===== src/rtl/obs_pkg.sv =====
// -----------------------------------------------------------------------------
// obs_pkg
// Shared definitions for the obstacle sprite path (ROM, fetch, mixer).
//   SPRITE_W / SPRITE_H : sprite size in texels (powers of 2)
//   SCALE               : screen pixels per texel edge (power of 2, >= 2)
//   ADDR_W              : sprite ROM address width, log2(SPRITE_W*SPRITE_H)
//   obs_state_e         : fetch FSM encoding
// -----------------------------------------------------------------------------
package obs_pkg;

   localparam int SPRITE_W = 2;
   localparam int SPRITE_H = 4;
   localparam int SCALE    = 8;
   localparam int ADDR_W   = 3;

   typedef enum logic [1:0] {
      OBS_IDLE = 2'd0,
      OBS_DRAW = 2'd1,
      OBS_DONE = 2'd2
   } obs_state_e;

endpackage


===== src/rtl/obs_sprite_fetch.sv =====
// -----------------------------------------------------------------------------
// obs_sprite_fetch
// Reader side of the obstacle sprite ROM. Follows the beam, decides when the
// current pixel falls inside the obstacle box, drives the texel address and
// returns a registered obstacle pixel to the mixer. Each texel covers a
// SCALE x SCALE block of screen pixels.
//
// Ports
//   clk            in   pixel clock
//   rst            in   synchronous reset, active-high
//   i_hpos         in   beam column, +1 per valid pixel
//   i_vpos         in   beam row
//   i_pix_valid    in   visible-area strobe; everything holds when low
//   i_obs_x        in   obstacle left edge, sampled at the start of a line
//   i_obs_y        in   obstacle top edge, sampled at the start of a line
//   i_sprite_color in   texel at o_rom_counter (combinational ROM read)
//   o_rom_counter  out  texel address {row, col}
//   o_obs_pixel    out  obstacle pixel lit
//   o_obs_active   out  pixel lies inside the obstacle box
//
// Timing: hpos==obs_x sampled on edge N moves the FSM into DRAW; the outputs
// register "was DRAW" on edge N+1, so the mixer sees them two clocks after
// the matching hpos.
// -----------------------------------------------------------------------------
module obs_sprite_fetch #(
   parameter int POS_W    = 10,
   parameter int SPRITE_W = obs_pkg::SPRITE_W,
   parameter int SPRITE_H = obs_pkg::SPRITE_H,
   parameter int SCALE    = obs_pkg::SCALE,
   parameter int ADDR_W   = obs_pkg::ADDR_W
) (
   input  logic              clk,
   input  logic              rst,
   input  logic [POS_W-1:0]  i_hpos,
   input  logic [POS_W-1:0]  i_vpos,
   input  logic              i_pix_valid,
   input  logic [POS_W-1:0]  i_obs_x,
   input  logic [POS_W-1:0]  i_obs_y,
   input  logic              i_sprite_color,
   output logic [ADDR_W-1:0] o_rom_counter,
   output logic              o_obs_pixel,
   output logic              o_obs_active
);

   import obs_pkg::*;

   localparam int COL_W        = (SPRITE_W > 1) ? $clog2(SPRITE_W) : 1;
   localparam int ROW_W        = (SPRITE_H > 1) ? $clog2(SPRITE_H) : 1;
   localparam int SUB_W        = $clog2(SCALE);
   localparam int SPRITE_PIX_H = SPRITE_H * SCALE;

   obs_state_e        state_q, state_d;
   obs_state_e        step_state;
   logic [COL_W-1:0]  col_q, col_d;
   logic [SUB_W-1:0]  sub_x_q, sub_x_d;
   logic [ROW_W-1:0]  row_q, row_d;
   logic              row_in_range_q, row_in_range_d;
   logic [POS_W-1:0]  obs_x_q, obs_x_d;
   logic [ADDR_W-1:0] rom_counter_q, rom_counter_d;
   logic              obs_pixel_q, obs_pixel_d;
   logic              obs_active_q, obs_active_d;

   logic              line_latch;
   logic [POS_W-1:0]  dy;

   assign line_latch = i_pix_valid && (i_hpos == '0);
   // Only meaningful on the latch cycle, where the new top edge is on i_obs_y.
   // The vertical position is reduced to (row, in-range) once per line, so the
   // top edge itself does not need to be kept after the latch.
   assign dy = i_vpos - i_obs_y;

   always_comb begin
      state_d        = state_q;
      col_d          = col_q;
      sub_x_d        = sub_x_q;
      row_d          = row_q;
      row_in_range_d = row_in_range_q;
      obs_x_d        = obs_x_q;
      rom_counter_d  = rom_counter_q;
      obs_pixel_d    = 1'b0;
      obs_active_d   = 1'b0;
      step_state     = state_q;

      if (i_pix_valid) begin
         obs_active_d = (state_q == OBS_DRAW);
         obs_pixel_d  = (state_q == OBS_DRAW) && i_sprite_color;

         if (line_latch) begin
            obs_x_d        = i_obs_x;
            // The >= compare rejects a wrapped subtraction when the beam is
            // above the obstacle.
            row_in_range_d = (i_vpos >= i_obs_y) && (dy < POS_W'(SPRITE_PIX_H));
            row_d          = dy[SUB_W +: ROW_W];
            // A new line cancels any run still in progress (right-edge clip)
            // and re-arms the FSM; the IDLE check below then sees the freshly
            // latched values so obs_x==0 starts on this very cycle.
            step_state     = OBS_IDLE;
         end

         unique case (step_state)
            OBS_IDLE: begin
               state_d = OBS_IDLE;
               if (row_in_range_d && (i_hpos == obs_x_d)) begin
                  state_d       = OBS_DRAW;
                  col_d         = '0;
                  sub_x_d       = '0;
                  rom_counter_d = ADDR_W'({row_d, col_d});
               end
            end
            OBS_DRAW: begin
               sub_x_d = sub_x_q + 1'b1;
               if (sub_x_q == SUB_W'(SCALE - 1)) begin
                  sub_x_d = '0;
                  col_d   = col_q + 1'b1;
                  if (col_q == COL_W'(SPRITE_W - 1)) begin
                     state_d = OBS_DONE;
                  end
               end
               rom_counter_d = ADDR_W'({row_q, col_d});
            end
            OBS_DONE: begin
               // Held until the next line latch: one run per line.
               state_d = OBS_DONE;
            end
            default: begin
               state_d = OBS_IDLE;
            end
         endcase
      end
   end

   always_ff @(posedge clk) begin
      if (rst) begin
         state_q        <= OBS_IDLE;
         col_q          <= '0;
         sub_x_q        <= '0;
         row_q          <= '0;
         row_in_range_q <= 1'b0;
         obs_x_q        <= '0;
         rom_counter_q  <= '0;
         obs_pixel_q    <= 1'b0;
         obs_active_q   <= 1'b0;
      end else begin
         state_q        <= state_d;
         col_q          <= col_d;
         sub_x_q        <= sub_x_d;
         row_q          <= row_d;
         row_in_range_q <= row_in_range_d;
         obs_x_q        <= obs_x_d;
         rom_counter_q  <= rom_counter_d;
         obs_pixel_q    <= obs_pixel_d;
         obs_active_q   <= obs_active_d;
      end
   end

   assign o_rom_counter = rom_counter_q;
   assign o_obs_pixel   = obs_pixel_q;
   assign o_obs_active  = obs_active_q;

endmodule


===== config.mk =====
export PLATFORM = sky130hd
export DESIGN_NAME = obs_sprite_fetch
export DESIGN_NICKNAME = d
export VERILOG_FILES = /design/src/rtl/obs_pkg.sv /design/src/rtl/obs_sprite_fetch.sv
export SDC_FILE = /design/constraint.sdc
export NUM_CORES = 1
export LEC_CHECK = 0
export CAP_MARGIN = 10
export CORE_UTILIZATION = 52
export DETAILED_ROUTE_END_ITERATION = 7
export GPL_TIMING_DRIVEN = 0
export PLACE_DENSITY = 0.88
export SLEW_MARGIN = 20
export SYNTH_ARGS = -nofsm -noshare
export SYNTH_HDL_FRONTEND = slang
export SYNTH_SLANG_ARGS = --single-unit

===== constraint.sdc =====
create_clock -name clk -period 6.4 [get_ports clk]
set_input_delay 1.28 -clock clk [delete_from_list [all_inputs] [get_ports clk]]
set_output_delay 1.28 -clock clk [all_outputs]
set_load 0.1 [all_outputs]

* Word level (Yosys, flattened, before mapping) *
Cells that the tools add are included.

storage, ports and cells
  register bits = 24
  output and inout bits = 5
  word-level logic and storage cells = 52

operators by class
  equal/unequal tests = 8
  bitwise operators = 1
  magnitude comparators = 2
  reductions and logical operators = 10
  muxes and demuxes = 19
  add/sub/neg operators = 3

operators by type and width
  cell                                                         number
  two-way mux 10 bit                                           2
  one-hot mux 3 bit (2 select lines)                           2
  == test 10 bit                                               1
  greater-or-equal comparator 10 bit                           1
  zero test 10 bit                                             1
  less-than comparator 10 x 6 -> 1 bit, second input constant  1
  two-way mux 2 bit                                            5
  subtractor 10 bit                                            1
  two-way mux 3 bit                                            3
  inequality test 2 bit, second input constant                 3
  one-hot mux 2 bit (3 select lines)                           1
  AND reduction 3 bit                                          2
  two-way mux 1 bit                                            5
  == test 2 x 1 -> 1 bit, second input constant                2
  logical AND 1 bit                                            4
  adder 3 x 1 -> 3 bit, second input constant                  1
  == test 3 bit, second input constant                         1
  == test 2 bit, second input constant                         1
  zero test 2 bit                                              1
  one-hot mux 1 bit (2 select lines)                           1
  nonzero test 2 bit                                           1
  OR reduction 2 bit                                           1
  adder 1 bit, second input constant                           1
  NOT 1 bit                                                    1

* Depth between registers and ports, before layout *
Gate-level depths: netlist of the first run.

  word-level depth = 8
  gate-level depth with buffers = 12
  gate-level depth less buffers = 10

* Worst setup path after synthesis of the first run *
OpenSTA, ideal clock, no wires.

  path kind = input -> register
  from = input port i_pix_valid
  to = register sub_x_q[1]
  path buffers = 2
  path slack = 2.558 ns
  cell stages on the path = 12
  setup time = 0.070 ns
  arrival time = 3.771 ns
  cell sequence = buf_4 > nor4b_4 > nand3_4 > clkbuf_1 > nand2_1 > ha_1 > nand3_1 > nor4_1 > o21ai_0 > o31a_1 > or4_1 > a21oi_1

between the ends
  word-level cells in the longest chain between the ends = 7
  elaborated cells between the ends (all ways) = 15

RTL lines
  item                             line                     source
  from (decl)                      obs_sprite_fetch.sv:36   input logic i_pix_valid,
  logical AND 1 bit                obs_sprite_fetch.sv:66   assign line_latch = i_pix_valid && (i_hpos == '0);
  two-way mux 10 bit               obs_sprite_fetch.sv:88   if (line_latch) begin
  two-way mux 10 bit               obs_sprite_fetch.sv:84   if (i_pix_valid) begin
  == test 10 bit                   obs_sprite_fetch.sv:103  if (row_in_range_d && (i_hpos == obs_x_d)) begin
  logical AND 1 bit                obs_sprite_fetch.sv:103
  inequality test 2 bit (no line)  -
  AND reduction 3 bit (no line)    -
  to (signal assigned)             obs_sprite_fetch.sv:146  sub_x_q <= sub_x_d;
  to (decl)                        obs_sprite_fetch.sv:55   logic [SUB_W-1:0] sub_x_q, sub_x_d;

Parallel ways exist; a longest one is shown, timed or not. The select of a mux whose other input is x is not followed.
A chain may end at the register's enable or synchronous reset.

* Final worst setup path of the first run *
  from = input port i_hpos[0]
  to = register rom_counter_q[1], in the netlist o_rom_counter[1]

between the ends
  word-level cells in the longest chain between the ends = 8
  elaborated cells between the ends (all ways) = 18

RTL lines
  item                             line                     source
  from (decl)                      obs_sprite_fetch.sv:34   input logic [POS_W-1:0] i_hpos,
  zero test 10 bit                 obs_sprite_fetch.sv:66
  logical AND 1 bit                obs_sprite_fetch.sv:66
  two-way mux 10 bit               obs_sprite_fetch.sv:88
  two-way mux 10 bit               obs_sprite_fetch.sv:84
  == test 10 bit                   obs_sprite_fetch.sv:103
  logical AND 1 bit                obs_sprite_fetch.sv:103
  inequality test 2 bit (no line)  -
  AND reduction 3 bit (no line)    -
  to (signal assigned)             obs_sprite_fetch.sv:150  rom_counter_q <= rom_counter_d;
  to (decl)                        obs_sprite_fetch.sv:59   logic [ADDR_W-1:0] rom_counter_q, rom_counter_d;

Parallel ways exist; a longest one is shown, timed or not. The select of a mux whose other input is x is not followed.

==> reports/results.ini, run 1 <==
[yosys]
yosysSeqAreaShare_pct=25.3
synth_flop_cell=dfxtp_1
syn-num-nets=293
syn_inst=234
async_flop_share_pct=0
yosysWarnings=0
synth-seq-cells=23
syn_area_um2=1820
yosys.cell_types.count=51
avgSynthCellArea_um2=7.76
synth_edf_count=0

[placement]
detailed_place_hpwl_um=3440
port_buffers=47
place_congestion=0.905
post-place-ws_ps=1580

[sta]
slew_violations=0
post-route-min-period_ps=4500
period_share_pct=70.4
hold_viol_final=0
worstMarginPinSlew_ps=970
rsz0062_at_grt=false
fmax_mhz=222
fin_skew_ps=13.2
slew_headroom_pct=35.1
timing.hold.ws_ps=471
setup_slack_ps=1900
finalSetupTns_ps=0
finalSetupViolations=0

[detailed_routing]
drc=0
drt-initial-drc-count=158
ant_nets=0
firstDrtPassIters=5
viasPerCell=5.51
via_count=1823
wl_per_cell_um=13.1
wl_um=4330

[hold_path]
hold_start=state_q[1]
worst_hold_path.endpoint=o_obs_active
hold_class=reg -> reg
holdPathStages=1

[critical_path]
setup.worst_path.start_class=input port
crit_type=in -> reg
max_stage_delay_ps=610
cp_data_required_time_ps=6610
reg2reg_depth=8
cp.arrival_ps=4720
critPathTopFamily=compound AO/OA/AOI/OAI gates
cp_max_fo=10
path_cells=clkdlybuf4s50_1 -> nor4_4 -> nand3_4 -> clkbuf_1 -> nand2_1 -> ha_1 -> nand3_1 -> nor4_1 -> o21ai_0 -> o31ai_1 -> a31oi_1 -> a211oi_1
rrSetupSlack_ps=4120
timing.rr.end=o_rom_counter[1]
path_buf_inv=2
rr_startpoint=state_q[1]
cp-end-kind=flop
slowest_stage=o31ai_1

[layout]
final_common_cell=clkdlybuf4s50_1
drive_gt1_share_pct=4.56
diodes=0
areaGrowthSynthToFinish_pct=30.6
layout.nets=345
final_cell_mix=47 x clkdlybuf4s50_1, 32 x nand2_1, 23 x inv_1, 23 x dfxtp_1, 20 x a21oi_1

[run_status]
status=finished clean

[power_and_ir_drop]
netSwitchingFraction_pct=28.3
power.leakage_nw=0.959
power_density_nw_per_um2=124
p_sw_mw=0.0835
max-vdd-ir-drop_uv=155
clock_power_share_pct=22.7
seqPwrFrac_pct=48.5
p_int_mw=0.212
comb_power_share_pct=28.8

[floorplan]
num_io_pins=49
die_x_um=61.1
num_rows=21
start_util_pct=54.4
die_area_um2=3730
fp.dieH_um=61.1
core_um2=3340

[clock_tree]
cts_tree=done
clk_pin_slew_ps=120
cts_hold_buf=0
clock_path_buffers=2
clk-insertion-delay-late_ps=310
htreeDepth=1
root_buffer=clkbuf_4
cts_resized=0
cts_buffers=3
cts_sinks=23
cts_setup_buffers=0

[global_routing]
grt_antenna_before_repair=0
grt_start_max_net_pins=14
track_usage_pct=25.2
grt_pass1_wl_um=7180
grt_pass1_vias=1704
overflow=0

[flow_run]
max_cap_viol_count=0

cell type report:
type	instances	area, um2
Multi-Input combinational cell	181	1230
Clock inverter	1	5.00
Timing Repair Buffer	47	470
Tap cell	46	57.6
Fill cell	296	965
Inverter	23	86.3
Clock buffer	3	22.5
Sequential cell	23	460
Buffer	7	37.5
worst register-to-register path: cells and delay by family (launching register included):
| family | cells | cell delay (ps) |
|---|---|---|
| AOI/OAI and AO/OA | 4 | 1230 |
| adders and majority gates | 1 | 210 |
| DFF | 1 | 340 |
| and+or+nand+nor | 3 | 410 |
registers in the layout (all words and copies together) (netlist names):
name	cells
col_q	1
o_obs_active	1
o_obs_pixel	1
o_rom_counter	2
obs_x_q	10
row_in_range_q	1
row_q	2
state_q	2
sub_x_q	3
metal layers:
| metal | global-route usage, % | vias to the layer above | wire (um) |
|---|---|---|---|
| met3 | 2.10 | 6 | 220 |
| met5 | 0 | - | 0 |
| met4 | 4.87 | 0 | 52 |
| li1 | - | 948 | - |
| met1 | 32.1 | 806 | 1990 |
| met2 | 46.3 | 63 | 2060 |
synth_stat cells (all sizes together) (4+ instances only):
cell	count	share of area, %
dfxtp	23	25
clkbuf	4	0.83
ha	15	10
nand3	4	1.8
nor3	8	2.8
mux2i	4	2.2
a21oi	20	5.5
inv	23	4.8
o31ai	5	2.1
and3	4	1.4
o21ai	7	1.9
nand2b	13	4.5
nor4	4	2.2
nor2	11	2.3
nor2b	5	1.7
nand2	32	6.6
cells by family after synthesis:
family | Yosys count | synth area share [%]
and+or+nand+nor | 95 | 29.8
AOI/OAI and AO/OA | 63 | 23.6
buffers and inverters | 30 | 6.82
DFF | 23 | 25.3
adders and majority gates | 15 | 10.3
xor gates and xnor gates | 4 | 1.93
muxes | 4 | 2.20
power by group through the flow:
stage	logic [mW]	clock network, mW	registers (mW)
2_1_floorplan	0.0444	0	0.146
3_3_place_gp	0.0823	0	0.146
5_1_grt	0.0948	0.0737	0.143
6_report	0.0851	0.0669	0.143
4_1_cts	0.0845	0.0670	0.143
3_5_place_dp	0.0840	0	0.146
worst max-delay path by stage:
stage               cells after the start          endpoint   startpoint  slack [ps]
CTS                                    12        sub_x_q[1]    i_hpos[0]        1900
detailed placement                     12  o_rom_counter[2]    i_hpos[0]        1580
global route                           12  o_rom_counter[1]    i_hpos[0]        1730
finish                                 12  o_rom_counter[1]    i_hpos[0]        1900
global placement                       12  o_rom_counter[2]    i_hpos[0]        1580
floorplan                              12        sub_x_q[1]  i_pix_valid        2560
stage by stage:
step	power, mW	util (%)	cells	cell area (um2)
after detailed placement	0.230	70.3	327	2340
after CTS	0.295	71.1	331	2370
final	0.295	71.1	331	2370
after global routing	0.312	71.1	331	2370
after floorplan	0.191	-	234	1820
after global placement	0.229	70.3	327	2340
(Power assumes the default switching activity.)
==> run 2: changes to the inputs <==
- CORE_UTILIZATION: 52 -> 49
- PLACE_DENSITY: 0.88 -> 0.84
- clock period: 6.4 -> 4.6 ns (I/O delays scaled with it)
==> run 2 against run 1 <==
Net effect: flip-flop and latch count unchanged; first-iteration DRC count shrank 35%; combinational power is 39% higher; register-to-register slack got worse by 1900 ps; global-route usage decreased by 1.8 points; critical path depth stayed put; clock skew down 10 ps; clock power is 93% higher; via count is 1.6% higher; critical path type unchanged; largest cell class unchanged.
==> reports/results.ini, run 2 (synthesized netlist as in run 1, its figures left out) <==
[run_status]
status=finished clean

[sta]
worstMarginPinSlew_ps=971  ; +0.446 ps
timing.hold.ws_ps=460  ; -11.7 ps
hold_viol_final=0  ; unchanged
finalSetupTns_ps=0  ; unchanged
fin_skew_ps=3.23  ; -10.0 ps
post-route-min-period_ps=4260
slew_headroom_pct=35.1  ; about the same
fmax_mhz=235
setup_slack_ps=338  ; -1560 ps
finalSetupViolations=0  ; unchanged
slew_violations=0  ; unchanged
rsz0062_at_grt=false
period_share_pct=92.7

[detailed_routing]
ant_nets=0  ; unchanged
via_count=1852  ; +1.6%
viasPerCell=5.60  ; +1.6%
firstDrtPassIters=4  ; -1
wl_per_cell_um=13.0  ; -0.72%
wl_um=4300  ; -0.72%
drc=0  ; unchanged
drt-initial-drc-count=103  ; -35%

[layout]
regArea_um2=460  ; unchanged
top_regs=obs_x_q: 10 flops, sub_x_q: 3 flops
multiInputGateArea_um2=1240  ; +0.41%
final_cells=331  ; unchanged
fill_cells=303  ; +2.4%
final_common_cell=clkdlybuf4s50_1
drive_gt1_share_pct=4.91  ; +0.35 points
largest_register_ffs=10  ; unchanged
areaGrowthSynthToFinish_pct=31.9
final_cell_mix=47 x clkdlybuf4s50_1, 32 x nand2_1, 23 x inv_1, 23 x dfxtp_1, 20 x a21oi_1
final_cell_area_um2=2400  ; +1.0%
layout.nets=345  ; unchanged
regMostFlops=obs_x_q
diodes=0  ; unchanged

[power_and_ir_drop]
max-vdd-ir-drop_uv=160  ; +3.2%
seqPwrFrac_pct=44.6  ; -3.9 points
p_sw_mw=0.123  ; +48%
power.leakage_nw=0.969  ; +1.0%
clock_power_share_pct=28.9  ; +6.2 points
comb_power_share_pct=26.5  ; -2.3 points
p_int_mw=0.322  ; +52%
netSwitchingFraction_pct=27.7  ; -0.60 points
power_density_nw_per_um2=186  ; +50%

[floorplan]
core_um2=3440  ; +3.1%
fp.dieH_um=62.9  ; +2.9%
die_x_um=62.9  ; +2.9%
num_io_pins=49  ; unchanged
start_util_pct=52.8  ; -1.7 points
num_rows=21  ; unchanged
die_area_um2=3960  ; +5.9%

[placement]
place_congestion=0.900  ; -0.60%
place_inst=327  ; unchanged
port_buffers=47  ; unchanged
detailed_place_hpwl_um=3360  ; -2.5%
post-place-ws_ps=139  ; -1440 ps
postPlaceCellArea_um2=2340  ; unchanged

[critical_path]
cp-end-kind=flop
cp_data_required_time_ps=4800  ; -1810 ps
max_stage_delay_ps=520  ; -90 ps
crit_type=in -> reg
setup.worst_path.start_class=input port
cp.arrival_ps=4460  ; -260 ps
slowest_stage=clkdlybuf4s50_1
cp_max_fo=10  ; unchanged
path_cells=clkdlybuf4s50_1 -> nor4_4 -> nand3_4 -> clkbuf_1 -> nand2_1 -> ha_1 -> nand3_1 -> nor4_1 -> o21ai_0 -> o31a_1 -> or4_1 -> a21oi_1

[global_routing]
grt_antenna_before_repair=0  ; unchanged
grt_start_max_net_pins=14  ; unchanged
grt_pass1_wl_um=7360  ; +2.4%
grt_pass1_vias=1672  ; -1.9%
track_usage_pct=23.3  ; -1.8 points
overflow=0  ; unchanged

[flow_run]
max_cap_viol_count=0  ; unchanged

[clock_tree]
clk_pin_slew_ps=80  ; -40 ps
cts_tree=done
cts_sinks=23  ; unchanged
cts_setup_buffers=0  ; unchanged
htreeDepth=1  ; unchanged
cts_buffers=3  ; unchanged
root_buffer=clkbuf_8
clk-insertion-delay-late_ps=270  ; -40 ps
clock_path_buffers=2  ; unchanged

[hold_path]
hold_class=reg -> reg

[run 2: worst paths after layout]
check	from	to	slack, ps	cells past startpoint
hold reg to reg	row_q[1]	row_q[1]	460	2
setup reg to reg	state_q[1]	sub_x_q[1]	2270	8
hold / removal	row_q[1]	row_q[1]	460	2
setup / recovery	i_hpos[0]	sub_x_q[1]	340	12
[run 2: through the flow]
step	utilization, %	total power [mW]
finish	69.6	0.446
global route	69.6	0.470
CTS	69.5	0.448
detailed placement	68.1	0.321
global placement	68.1	0.319
floorplan	-	0.265
[run 2: cell type report]
type | instances | area share, %
multi-input combinational | 181 | 51.6
timing repair buffer | 47 | 19.6
sequential | 23 | 19.2
inverter | 23 | 3.60
tap | 46 | 2.40
clock buffer | 3 | 1.72
buffer | 7 | 1.57
clock inverter | 1 | 0.209
[run 2: power by group through the flow]
stage               logic, mW  registers [mW]  clock network (mW)
finish                  0.118           0.199               0.129
global route            0.131           0.199               0.140
CTS                     0.118           0.199               0.131
detailed placement      0.117           0.204                   0
global placement        0.115           0.204                   0
floorplan              0.0617           0.204                   0
[run 2: worst max-delay path, delay by kind of cell]
kind                     cells  cell delay (ps)
AO/OA/AOI/OAI                3              770
adder cells (fa/ha/maj)      1              200
buffers and inverters        2              820
AND/OR/NAND/NOR              6             1740
[run 2: what timing repair did]
action                     CTS  global route
resized for setup            0             1
setup endpoints to repair    0             1
hold buffers                 0             0
[run 2: routing by layer]
layer  GRT usage, %  wire (um)  vias up
met5              0          0        -
met4           6.98         77        0
met3           4.56        214        8
met2           41.7       2160       51
met1           27.7       1850      843
li1               -          -      950
==> run 3: changes to the inputs <==
- REMOVE_ABC_BUFFERS: unset -> 1
- clock period: 4.6 -> 4.2 ns (I/O delays scaled with it)
==> run 3 against run 2 <==
Net effect: wire length is 3.0% lower; flip-flop and latch count unchanged; critical path depth shrank 1; final cell count shrank 1.5%; critical endpoint unchanged.
==> reports/results.ini, run 3 (synthesized netlist as in run 1, its figures left out) <==
[layout]
final_cell_area_um2=2380  ; -0.78%
diodes=0  ; unchanged
regMostFlops=obs_x_q
largest_register_ffs=10  ; unchanged
areaGrowthSynthToFinish_pct=30.9
final_cell_mix=47 x clkdlybuf4s50_1, 32 x nand2_1, 23 x inv_1, 23 x dfxtp_1, 20 x a21oi_1
drive_gt1_share_pct=3.93  ; -0.98 points
layout.nets=340  ; -1.4%
fill_cells=291  ; -4.0%
final_common_cell=clkdlybuf4s50_1
top_regs=obs_x_q: 10 flops, sub_x_q: 3 flops

[critical_path]
setup.worst_path.start_class=input port
crit_type=in -> reg
path_cells=clkdlybuf4s50_1 -> nor4_4 -> nand3_4 -> nand2_1 -> ha_1 -> nand3_1 -> nor4_1 -> o21ai_0 -> o31a_1 -> or4_1 -> a21oi_1
cp_max_fo=19  ; +9
rrSetupSlack_ps=1800  ; -470 ps
rr_startpoint=state_q[1]
cp.arrival_ps=4150  ; -310 ps
timing.rr.end=sub_x_q[1]
cp-end-kind=flop
critPathTopFamily=simple AND/OR/NAND/NOR gates
reg2reg_depth=8  ; unchanged
slowest_stage=clkdlybuf4s50_1
cp_data_required_time_ps=4370  ; -430 ps
path_buf_inv=1  ; -1
max_stage_delay_ps=520  ; about the same

[clock_tree]
clk_pin_slew_ps=80  ; about the same
htreeDepth=1  ; unchanged
root_buffer=clkbuf_8
cts_hold_buf=0  ; unchanged
cts_buffers=3  ; unchanged
clk-insertion-delay-late_ps=260  ; about the same
cts_sinks=23  ; unchanged
cts_tree=done
clock_path_buffers=2  ; unchanged

[floorplan]
fp.dieH_um=62.9  ; unchanged
num_rows=21  ; unchanged
num_io_pins=49  ; unchanged
die_x_um=62.9  ; unchanged
core_um2=3440  ; unchanged
start_util_pct=52.8  ; unchanged
die_area_um2=3960  ; unchanged

[detailed_routing]
drc=0  ; unchanged
drt-initial-drc-count=88  ; -15%
viasPerCell=5.65  ; +0.99%
firstDrtPassIters=6  ; +2
wl_um=4170  ; -3.0%
wl_per_cell_um=12.8  ; -1.5%
via_count=1842  ; -0.54%
ant_nets=0  ; unchanged

[global_routing]
grt_pass1_wl_um=6910  ; -6.0%
overflow=0  ; unchanged
grt_pass1_vias=1653  ; -1.1%
grt_antenna_before_repair=0  ; unchanged
track_usage_pct=21.4  ; -2.0 points
grt_start_max_net_pins=24  ; +10

[run_status]
status=finished clean

[hold_path]
worst_hold_path.endpoint=row_q[1]
hold_class=reg -> reg
hold_start=row_q[1]
holdPathStages=2  ; unchanged

[sta]
post-route-min-period_ps=3980
worstMarginPinSlew_ps=961  ; -9.21 ps
hold_viol_final=0  ; unchanged
finalSetupViolations=0  ; unchanged
slew_violations=0  ; unchanged
slew_headroom_pct=35.7  ; +0.62 points
period_share_pct=94.7
rsz0062_at_grt=false
fin_skew_ps=1.34  ; -1.89 ps
finalSetupTns_ps=0  ; unchanged
fmax_mhz=251

[placement]
port_buffers=48  ; +2.1%
postPlaceCellArea_um2=2320  ; -1.2%
place_congestion=0.832  ; -7.6%
detailed_place_hpwl_um=3300  ; -1.7%

[power_and_ir_drop]
power_mw=0.485  ; +8.8%
power_density_nw_per_um2=204  ; +9.6%
max-vdd-ir-drop_uv=136  ; -15%
power.leakage_nw=0.964  ; -0.49%

[flow_run]
max_cap_viol_count=0  ; unchanged

run 3: tightest hold or removal path: stages, from the launching register on:
cell and delay (ps):
dfxtp_1 310, nand2_1 50, a21oi_1 50
run 3: power breakdown:
part           internal, mW  total, mW  switching, mW  leakage [nW]
clock network        0.0678      0.138         0.0700        0.0228
logic                0.0690      0.129         0.0604         0.756
registers             0.218      0.218      0.0000326         0.185
total                 0.355      0.485          0.130         0.964
run 3: layout make-up:
type	instances	area (um2)	share of cell area, %
multi-input cells	181	1240	52.1
repair buffers	49	490	20.6
flip-flops and latches	23	460	19.4
inverters	23	86.3	3.63
well taps	46	57.6	2.42
clock buffers	4	45.0	1.89
run 3: worst max-delay path by stage:
stage,start,endpoint,slack [ps],cells after the start
after detailed placement,i_pix_valid,o_rom_counter[2],-90,11
after global placement,i_pix_valid,o_rom_counter[2],-6,11
final,i_hpos[0],sub_x_q[1],220,11
after floorplan,i_hpos[8],sub_x_q[1],980,10
after global routing,i_hpos[0],o_rom_counter[2],30,11
after CTS,i_pix_valid,o_rom_counter[2],130,11
run 3: metal layers:
metal	part of all wire, %	up-vias	track usage, %
met1	45	854	25.2
met5	0	-	0
met2	51	45	39.4
met3	3.5	6	4.01
met4	0.77	0	4.36
li1	-	937	-
run 3: metrics by stage:
stage | worst slack, ps | util, % | hold WS, ps | instances
global placement | -5.99 | 67.3 | 441 | 321
detailed placement | -87.5 | 67.3 | 448 | 321
CTS | 133 | 68.6 | 459 | 325
global route | 27.5 | 69.1 | 479 | 326
finish | 221 | 69.1 | 462 | 326
floorplan | 984 | - | 427 | 227
run 3: what timing repair did:
| action | 4_1_cts | 5_1_grt |
|---|---|---|
| setup buffers | 0 | 1 |
| endpoints found under the setup margin | 0 | 5 |
| endpoints found under the hold margin | 0 | 0 |
| gates resized for setup | 0 | 2 |
